### src/rtl/saph_num_pack_stream.sv
// Streaming bit packer: concatenates variable-width fields LSB-first into
// fixed-width words; a flush closes the record with a zero-padded last word.
module saph_num_pack_stream #(
  parameter  int in_width  = 8,
  parameter  int out_width = 32,
  localparam int len_w     = $clog2(in_width + 1),
  localparam int bits_w    = $clog2(out_width + 1)
) (
  input  logic                 clk,
  input  logic                 rst_n,
  input  logic                 in_valid,
  output logic                 in_ready,
  input  logic [in_width-1:0]  in_data,
  input  logic [len_w-1:0]     in_len,
  input  logic                 in_flush,
  output logic                 out_valid,
  input  logic                 out_ready,
  output logic [out_width-1:0] out_data,
  output logic [bits_w-1:0]    out_bits,
  output logic                 out_last
);

  localparam int acc_w = out_width + in_width;
  // cnt never exceeds acc_w-1, so clog2(acc_w) bits are enough.
  localparam int cnt_w = $clog2(acc_w);
  localparam logic [cnt_w-1:0] word_cnt = cnt_w'(out_width);

  logic [acc_w-1:0] acc;
  logic [cnt_w-1:0] cnt;
  logic             flush_pend;

  logic [len_w-1:0] len_c;
  logic [acc_w-1:0] field_bits;
  logic [acc_w-1:0] part_word;
  logic             accept;
  logic             slot_free;
  logic             full_emit;
  logic             part_emit;
  logic             last_full;

  // NOTE: every always_comb output gets a value on every path, so no latch is inferred.
  always_comb begin
    len_c      = (in_len > len_w'(in_width)) ? len_w'(in_width) : in_len;
    field_bits = (acc_w'(in_data) & ((acc_w'(1) << len_c) - acc_w'(1))) << cnt;
    part_word  = acc & ((acc_w'(1) << cnt) - acc_w'(1));
  end

  assign in_ready  = !flush_pend && (cnt < word_cnt);
  assign accept    = in_valid && in_ready;
  assign slot_free = !out_valid || out_ready;
  assign full_emit = slot_free && (cnt >= word_cnt);
  assign part_emit = slot_free && flush_pend && (cnt < word_cnt);
  // A full word closes the record only when it consumes exactly the pending bits.
  assign last_full = flush_pend && (cnt == word_cnt);

  // Accept and either emit are mutually exclusive: in_ready excludes both
  // cnt >= out_width and a pending flush.
  // NOTE: sequential state uses non-blocking assignments so every register samples pre-edge values.
  always_ff @(posedge clk or negedge rst_n) begin
    if (!rst_n) begin
      acc        <= '0;
      cnt        <= '0;
      flush_pend <= 1'b0;
      out_valid  <= 1'b0;
      out_data   <= '0;
      out_bits   <= '0;
      out_last   <= 1'b0;
    end else begin
      if (accept) begin
        acc        <= acc | field_bits;
        cnt        <= cnt + cnt_w'(len_c);
        flush_pend <= in_flush;
      end else if (full_emit) begin
        acc <= acc >> out_width;
        if (last_full) begin
          cnt        <= '0;
          flush_pend <= 1'b0;
        end else begin
          cnt <= cnt - word_cnt;
        end
      end else if (part_emit) begin
        acc        <= '0;
        cnt        <= '0;
        flush_pend <= 1'b0;
      end

      if (full_emit) begin
        out_valid <= 1'b1;
        out_data  <= acc[out_width-1:0];
        out_bits  <= bits_w'(out_width);
        out_last  <= last_full;
      end else if (part_emit) begin
        out_valid <= 1'b1;
        out_data  <= part_word[out_width-1:0];
        out_bits  <= bits_w'(cnt);
        out_last  <= 1'b1;
      end else if (out_ready) begin
        out_valid <= 1'b0;
      end
    end
  end

endmodule

### config.mk
export PLATFORM = sky130hd
export DESIGN_NAME = saph_num_pack_stream
export DESIGN_NICKNAME = d
export VERILOG_FILES = /design/src/rtl/saph_num_pack_stream.sv
export SDC_FILE = /design/constraint.sdc
export NUM_CORES = 1
export LEC_CHECK = 0
export CORE_UTILIZATION = 40
export DETAILED_ROUTE_END_ITERATION = 7
export GPL_ROUTABILITY_DRIVEN = 0
export SYNTH_ARGS = -nofsm -noshare
export SYNTH_HDL_FRONTEND = slang
export SYNTH_SLANG_ARGS = --single-unit
### constraint.sdc
create_clock -name clk -period 3.5 [get_ports clk]
set_input_delay 0.875 -clock clk [delete_from_list [all_inputs] [get_ports clk]]
set_output_delay 0.875 -clock clk [all_outputs]
set_load 0.01 [all_outputs]
# Word level (Yosys, flattened, before mapping)
# Cells that the tools add are included.
op_classes:
  add_sub_neg: 4
  n_mul: 0
  div: 0
  order_cmp: 3
  eq_ne: 2
  shift: 3
  mux: 21
  bitwise_logic: 3
  n_reduce_logical: 13
ops:
  columns: ["operator", "count"]
  rows:
  - ["40-bit two-way mux", 3]
  - ["32-bit two-way mux", 2]
  - ["8-bit by 40-bit AND with 40-bit output", 1]
  - ["40-bit bitwise OR", 1]
  - ["1-bit by 4-bit << shifter with 40-bit output (first input constant)", 1]
  - ["40-bit by 6-bit << shifter with 40-bit output", 1]
  - ["40-bit by 1-bit subtractor with 40-bit output (second input constant)", 1]
  - ["6-bit two-way mux", 6]
  - ["32-bit AND", 1]
  - ["1-bit by 6-bit << shifter with 32-bit output (first input constant)", 1]
  - ["32-bit by 1-bit subtractor with 32-bit output (second input constant)", 1]
  - ["1-bit two-way mux", 9]
  - ["6-bit by 4-bit adder with 6-bit output", 1]
  - ["6-bit == test (second input constant)", 1]
  - ["6-bit >= comparator (second input constant)", 1]
  - ["1-bit logical AND", 6]
  - ["6-bit < comparator (second input constant)", 1]
  - ["3-bit nonzero test", 2]
  - ["6-bit subtractor (second input constant)", 1]
  - ["4-bit > comparator (second input constant)", 1]
  - ["4-bit two-way mux", 1]
  - ["3-bit by 2-bit inequality test with 1-bit output (second input constant)", 1]
  - ["1-bit logical NOT", 2]
  - ["2-bit AND reduction", 1]
  - ["2 further kinds", 2]
word_totals:
  regBits: 87
  latch_bits: 0
  ram_bits: 0
  romBits: 0
  inputBits: 17
  out_inout_bits: 41
  word_cells: 56
  mem_count: 0

# Depth between registers and ports, before layout
# Gate-level depths: netlist of the first run.
logic_depth:
  ltp_word: 8
  mapped_depth: 12
  ltp_nobuf: 8

# Worst setup path before layout of the first run
# No wires, ideal clock.
synth_timing:
  kind: "input -> register"
  start: "input port in_len[3]"
  end: "register acc[14]"
  setup_time_ns: 0.131
  t_arrival_ns: 2.899
  required_ns: 3.369
  slack_ns: 0.470
  stages: 9
  n_path_buf: 2
  cell_sequence: "buf_2 > or4_1 > ha_1 > clkbuf_1 > and2_1 > o2111ai_1 > a311oi_2 > o41ai_2 > o21ai_1"
synth_via:
  elab_chain_cells: 8
synth_lines:
  columns: ["item", "line", "text"]
  rows:
  - ["from (decl)", "14", "input logic [len_w-1:0] in_len,"]
  - ["4-bit > comparator", "43", "len_c = (in_len > len_w'(in_width)) ? len_w'(in_width) : in_len;"]
  - ["4-bit two-way mux (*)", "43", null]
  - ["1-bit by 4-bit << shifter with 40-bit output (*)", "44", "field_bits = (acc_w'(in_data) & ((acc_w'(1) << len_c) - acc_w'(1))) << cnt;"]
  - ["40-bit by 1-bit subtractor with 40-bit output (*)", "44", null]
  - ["8-bit by 40-bit AND with 40-bit output (*)", "44", null]
  - ["40-bit by 6-bit << shifter with 40-bit output (*)", "44", null]
  - ["40-bit bitwise OR (*)", "70", "acc <= acc | field_bits;"]
  - ["40-bit two-way mux (*)", "69", "if (accept) begin"]
  - ["to (signal assigned)", "70", null]
  - ["to (signal assigned)", "74", "acc <= acc >> out_width;"]
  - ["to (decl)", "28", "logic [acc_w-1:0] acc;"]
# Every way passes the cells marked *; elsewhere a longest branch is shown, timed or not.
# A chain may end at the register's enable or synchronous reset.

# Worst setup path after layout of the first run
layout_timing:
  start: "input port in_len[2]"
  end: "register acc[25]"
# Same word-level chain as after synthesis.

==> impl_metrics.csv, run 1 <==
group,metric,value,unit
cells_and_area,final_net_count,654,
clock_tree,clock-sinks,87,
sta,drv_slew,0,
synthesis,async_flop_share,100.0,%
cells_and_area,final_layout_size_suffix_gt1_share,9.277,%
clock_tree,ctsHtreeMaxLevel,3,
status,status,"finished, final reports clean",
route,vias,4839,
grt,grt_pass1_vias,4700,
critical_path,cp_slowest_cell,"or4_1",
place,hpwlAfterDp,11.56,mm
critical_path,path_cells,"clkdlybuf4s50_1 > or4_1 > ha_1 > nor3_1 > o21ai_0 > a21oi_1 > a32oi_1 > buf_4 > o21ai_0",
route,dr.pass1.iters,5,
cells_and_area,stdcell_area,6101,µm²
clock_tree,clk_pin_slew_worst_paths,0.06,ns
synthesis,synth.avg_cell_area,8.750,µm²
route,ant_nets,0,
route,wire_per_inst,20.38,µm
die,dieWidth,114.2,µm
power_and_ir_drop,ir_drop,0.3512,mV
critical_path,crit_type,"in -> reg",
power_and_ir_drop,combPwrFrac,52.8,%
clock_tree,clkLatencyLatePin,0.36,ns
synthesis,yosysWarnings,0,
hold_path,hp-class,"reg -> reg",
critical_path,end_kind,"flop",
power_and_ir_drop,fin_total_pwr,5.092,mW
sta,hold_violations,0,
critical_path,crit_required,3.77,ns
clock_tree,cts_setup_buffers,0,
sta,rsz0062_at_grt,"false",
sta,tightest_slew,1.116,ns
synthesis,synth_cell_types,75,
sta,setup_tns,0,ns
critical_path,max_stage_delay,0.54,ns
grt,antenna_found_initial,0,
power_and_ir_drop,cellPowerDensity,834.6,nW/µm²
cells_and_area,n_fill_cell,1146,
synthesis,synth-edff-count,0,
route,via_per_inst,6.019,
die,initial_utilization,41.44,%
synthesis,syn-instance-count,576,
place,portBuffers,57,
grt,grt_max_degree,88,
critical_path,cp-start-kind,"primary input",
route,drc,0,
synthesis,synthesis.area,5040,µm²
sta,fin_crit,3.178,ns
sta,setup_viol,0,
die,rows,40,
sta,setup_ws,0.3224,ns
critical_path,worst_ep_arrival_time,3.45,ns
grt,grt_pass1_wl,26.35,mm
place,dp_cells,788,
place,dp_slack,0.01496,ns
route,wl,16.39,mm
power_and_ir_drop,power.switching,2.263,mW
power_and_ir_drop,p_int,2.828,mW
clock_tree,clock_tree.root_cell,"clkbuf_16",
clock_tree,cts_tree,"built",
die,dieArea,13050,µm²
die,coreArea,12160,µm²
critical_path,critPathBufInv,2,
place,dpl_cell_area,5841,µm²
flow_run,cap_viol_max_count,0,
synthesis,synthesis.nets,599,
cells_and_area,final_cell_count_no_fill,804,
sta,fin_crit_sh,90.79,%
clock_tree,cts_buffer_depth,2,
sta,fin_skew,0.009377,ns
clock_tree,cts_buffers,9,
die,ios,58,
clock_tree,hold_buffers,0,
synthesis,ys_seq_elements,87,
grt,grt_overflow,0,
grt,grt_use_total,26.85,%
critical_path,crit_family,"simple AND/OR/NAND/NOR gates",
route,drt_iter0_drc,613,
critical_path,path_max_fanout,7,
synthesis,ys.flop_type,"dfrtp_1",
sta,maxSlewHeadroom,25.35,%
sta,max_freq,314.7,MHz
power_and_ir_drop,seqPwrFrac,29.9,%
cells_and_area,n_antenna_cell,0,
power_and_ir_drop,switching_share,44.45,%
clock_tree,ctsResizeCount,0,
power_and_ir_drop,leakage,2.536,nW
power_and_ir_drop,clockPowerShare,17.3,%
die,die-height,114.2,µm
cells_and_area,area_growth,21.05,%
synthesis,synth-seq-area-share,43.20,%
critical_path,cpMostUsedCell,"o21ai_0",
==> sequential cells by signal (all words and copies together) (netlist names) <==
register	flops
out_valid	1
flush_pend	1
out_last	1
out_bits	6
cnt	6
acc	40
out_data	32
==> stage by stage <==
step,utilization [%],hold WS [ns]
after floorplan,-,0.4492
after global placement,48.02,0.4514
after detailed placement,48.02,0.4582
after CTS,50.16,0.4725
after global routing,50.16,0.4997
final,50.16,0.4645
==> placed cells by master, fill, tap and decap left out, types with 3 or more instances in the layout <==
cell / n
a21oi_1: 32
a22o_1: 5
a22oi_1: 8
a311oi_1: 3
a31oi_1: 7
a32o_1: 4
a32oi_1: 4
and2_1: 7
and3_1: 5
buf_4: 29
clkbuf_1: 4
clkbuf_16: 9
clkdlybuf4s50_1: 56
dfrtp_1: 87
ha_1: 5
inv_1: 5
mux2i_1: 9
nand2_1: 101
nand2b_1: 4
nand3_1: 17
nand4_1: 4
nor2_1: 42
nor2b_1: 13
nor3_1: 11
nor3b_1: 4
nor4_1: 3
o2111ai_1: 3
o211ai_1: 6
o21a_1: 5
o21ai_0: 59
o21ai_1: 4
o221ai_1: 12
o31ai_1: 5
or3_1: 4
xnor2_1: 5
==> kinds of logic after synthesis <==
group,count (synthesis),share of synthesized area [%]
compound gates,191,26.02
xor+xnor,5,0.8689
fa+ha+maj,6,1.639
buf+inv,48,4.469
flops,87,43.20
mux,11,2.234
simple gates,228,21.57
==> worst min-delay path, cell delays in order (launching register included) <==
cell	delay, ns
dfrtp_1	0.34
nand2_1	0.05
nand2_1	0.05
==> path summary, 6_finish.rpt <==
check / slack [ns] / cells after the start / start / to
min in group asynchronous: 0.74 / 1 / rst_n / out_data[7]
min: 0.46 / 2 / out_data[15] / out_data[15]
max: 0.32 / 9 / in_len[2] / acc[25]
max reg2reg: 0.85 / 8 / cnt[2] / out_data[18]
max in group asynchronous: 2.06 / 1 / rst_n / acc[4]
min reg2reg: 0.46 / 2 / out_data[15] / out_data[15]
==> power groups by stage <==
stage	registers, mW	clock network, mW	logic [mW]
CTS	1.52	0.893	2.64
global route	1.56	0.934	2.91
floorplan	1.55	0	1.62
global placement	1.53	0	2.61
detailed placement	1.54	0	2.62
finish	1.52	0.882	2.69
==> Yosys cell counts (all sizes together), types with 3 or more instances <==
cell type  count  area share (%)
nand2        101             7.5
dfrtp         87              43
o21ai         64             6.4
nor2          42             3.1
a21oi         33             3.4
buf           25             2.8
nand3         17             1.7
clkbuf        16             1.2
nor2b         13             1.6
o221ai        13             2.4
nor3          12             1.3
a22oi          9             1.4
mux2i          9             1.8
a31oi          8             1.1
and2           8            0.99
o211ai         6            0.89
o31ai          6             1.2
a22o           5            0.87
and3           5            0.62
ha             5             1.2
inv            5            0.37
o21a           5            0.74
xnor2          5            0.87
a311oi         4            0.82
a32o           4            0.79
a32oi          4            0.70
nand2b         4            0.50
nand4          4            0.50
nor3b          4            0.60
or3            4            0.50
nor4           3            0.37
o2111ai        3            0.52
o311ai         3            0.52
==> per-layer routing <==
metal / up-vias / track usage [%] / share of wire (%)
met5: - / 0 / 0
met4: 0 / 14.72 / 4.3
met3: 55 / 5.453 / 8.7
met2: 265 / 39.15 / 43
met1: 2293 / 37.28 / 44
li1: 2226 / - / -
==> area by class of cell <==
class                      instances  area (µm²)  area share [%]
multi-input combinational        441        2649           43.42
clock inverter                     3       20.02          0.3281
tap                              168       210.2           3.445
timing repair buffer              85       778.2           12.76
inverter                           7       26.28          0.4307
sequential                        87        2177           35.69
clock buffer                      13       240.2           3.938
No activity file was read; power rests on OpenSTA's default activity.
==> run 2, diff against run 1 <==
clock period = 3.6 ns   (was 3.5 ns; I/O delays follow)
==> run 2 against run 1 <==
Combinational power fell by 3%. Utilization increased by 0.44 points. Worst hold slack worse by 0.0019 ns. Critical endpoint is now acc[7]. Global-route usage decreased by 0.68 points. Largest cell class unchanged. Non-clock buffer count is 1 higher. Critical path depth shrank 1. Worst setup slack improved by 0.086 ns. Power fell by 0.62%.
==> impl_metrics.csv, run 2 (synthesis gave the netlist of run 1 again) <==
group,metric,value,unit
status,status,"finished, final reports clean",
die,dieWidth,114.2,µm
route,drt_iter0_drc,536,
die,die-height,114.2,µm
clock_tree,cts_buffers,9,
cells_and_area,reg_top3,"acc x40, out_data x32",
clock_tree,cts_setup_buffers,0,
critical_path,critPathBufInv,1,
cells_and_area,top_register,"acc",
critical_path,worst_ep_arrival_time,3.41,ns
sta,fin_crit,3.191,ns
grt,grt_max_degree,88,
grt,grt_pass1_wl,25.38,mm
sta,maxSlewHeadroom,27.44,%
critical_path,path_cells,"clkdlybuf4s50_1 > or4_1 > ha_1 > and2_1 > o2111ai_1 > nand4_1 > a22oi_2 > o21ai_0",
die,rows,40,
critical_path,end_kind,"flop",
grt,antenna_found_initial,0,
clock_tree,hold_buffers,0,
cells_and_area,multiInputGateArea,2649,µm²
sta,drv_slew,0,
clock_tree,clock_tree.root_cell,"clkbuf_16",
critical_path,reg2regPathDepth,8,
flow_run,cap_viol_max_count,0,
die,dieArea,13050,µm²
route,wire_per_inst,20.17,µm
route,via_per_inst,6.017,
critical_path,cp_slowest_cell,"or4_1",
die,coreArea,12160,µm²
clock_tree,cts_tree,"built",
power_and_ir_drop,ir_drop,0.3378,mV
cells_and_area,final_common_cell,"nand2_1",
clock_tree,cts_buffer_depth,2,
cells_and_area,n_fill_cell,1192,
route,dr.pass1.iters,5,
sta,rsz0062_at_grt,"false",
die,initial_utilization,41.44,%
cells_and_area,area_growth,22.12,%
critical_path,path_max_fanout,7,
critical_path,crit_type,"in -> reg",
cells_and_area,largest_reg_flops,40,
power_and_ir_drop,cellPowerDensity,822.1,nW/µm²
hold_path,min_to,"out_data[7]",
route,wl,16.24,mm
clock_tree,ctsHtreeMaxLevel,3,
cells_and_area,final_cell_mix,"101 x nand2_1, 87 x dfrtp_1, 59 x o21ai_0",
clock_tree,clkLatencyLatePin,0.35,ns
place,portBuffers,57,
route,drc,0,
route,ant_nets,0,
clock_tree,ctsResizeCount,0,
hold_path,hp-class,"reg -> reg",
die,ios,58,
grt,grt_overflow,0,
sta,fin_crit_sh,88.65,%
sta,tightest_slew,1.088,ns
hold_path,hold_path_depth,2,
grt,grt_pass1_vias,4476,
critical_path,crit_required,3.81,ns
sta,hold_violations,0,
route,vias,4844,
power_and_ir_drop,fin_total_pwr,5.060,mW
critical_path,max_stage_delay,0.54,ns
critical_path,r2r_end,"out_data[20]",
sta,max_freq,313.3,MHz
sta,setup_viol,0,
power_and_ir_drop,leakage,2.579,nW
sta,setup_tns,0,ns
critical_path,cp-start-kind,"primary input",
hold_path,hp-start,"out_data[7]",
grt,grt_use_total,26.17,%
cells_and_area,n_antenna_cell,0,
clock_tree,clock-sinks,87,
critical_path,crit_family,"simple AND/OR/NAND/NOR gates",
place,hpwlAfterDp,11.61,mm
critical_path,reg2reg_slack,0.88,ns
cells_and_area,sequential_cell_area,2177,µm²
critical_path,rr_startpoint,"cnt[2]",
cells_and_area,final_layout_size_suffix_gt1_share,10.05,%
sta,fin_skew,0.007246,ns
cells_and_area,final_net_count,655,
clock_tree,clk_pin_slew_worst_paths,0.06,ns
-- run 2: changes by cell type in the layout (fill, tap and decap cells not counted), sizes merged --
cell      before  now
bufinv         0    1
clkbuf        13   11
clkinv         3    5
clkinvlp       2    0
inv            5    6
buf           29   30
-- run 2: layout make-up --
class                   count  area share, %
repair buffers             86          12.77
inverters                   7         0.4269
clock buffers              11          4.107
well taps                 168          3.415
multi-input cells         441          43.04
flip-flops and latches     87          35.37
clock inverters             5         0.8742
-- run 2: worst reg2reg max path, stage by stage, from the launching register on --
cell and delay [ns]:
dfrtp_1 0.40, buf_4 0.21, nor4_1 0.43, nand3_1 0.14
ha_1 0.42, o21ai_0 0.39, and3_1 0.25, o21ai_1 0.06
a311oi_1 0.30
-- run 2: worst max path at each step --
stage / from / to / slack, ns / cells after the start
2_1_floorplan: in_len[3] / acc[14] / 0.55 / 9
3_3_place_gp: in_len[2] / acc[14] / 0.14 / 8
3_5_place_dp: in_len[2] / acc[23] / 0.07 / 8
4_1_cts: in_len[2] / acc[14] / 0.45 / 8
5_1_grt: in_len[2] / acc[30] / 0.26 / 8
6_report: in_len[2] / acc[7] / 0.41 / 8
-- run 2: layer usage --
metal,up-vias,share of wire [%],track usage (%)
met5,-,0,0
met4,0,3.5,11.17
met3,43,7.9,5.876
met2,247,44,39.15
met1,2336,44,36.42
li1,2218,-,-
-- run 2: power breakdown --
part	internal (mW)	switching, mW
clock	0.574	0.389
combinational	1.01	1.61
sequential	1.28	0.198
total	2.86	2.20
-- run 2: per-stage QoR --
step / hold slack, ns / cell area (µm²) / util (%) / cells / setup WS, ns
final: 0.4627 / 6155 / 50.61 / 805 / 0.4085
after global routing: 0.4946 / 6155 / 50.61 / 805 / 0.2645
after CTS: 0.4693 / 6155 / 50.61 / 805 / 0.4500
after detailed placement: 0.4553 / 5848 / 48.09 / 789 / 0.07105
after global placement: 0.4548 / 5848 / 48.09 / 789 / 0.1402
after floorplan: 0.4492 / 5040 / - / 576 / 0.5452
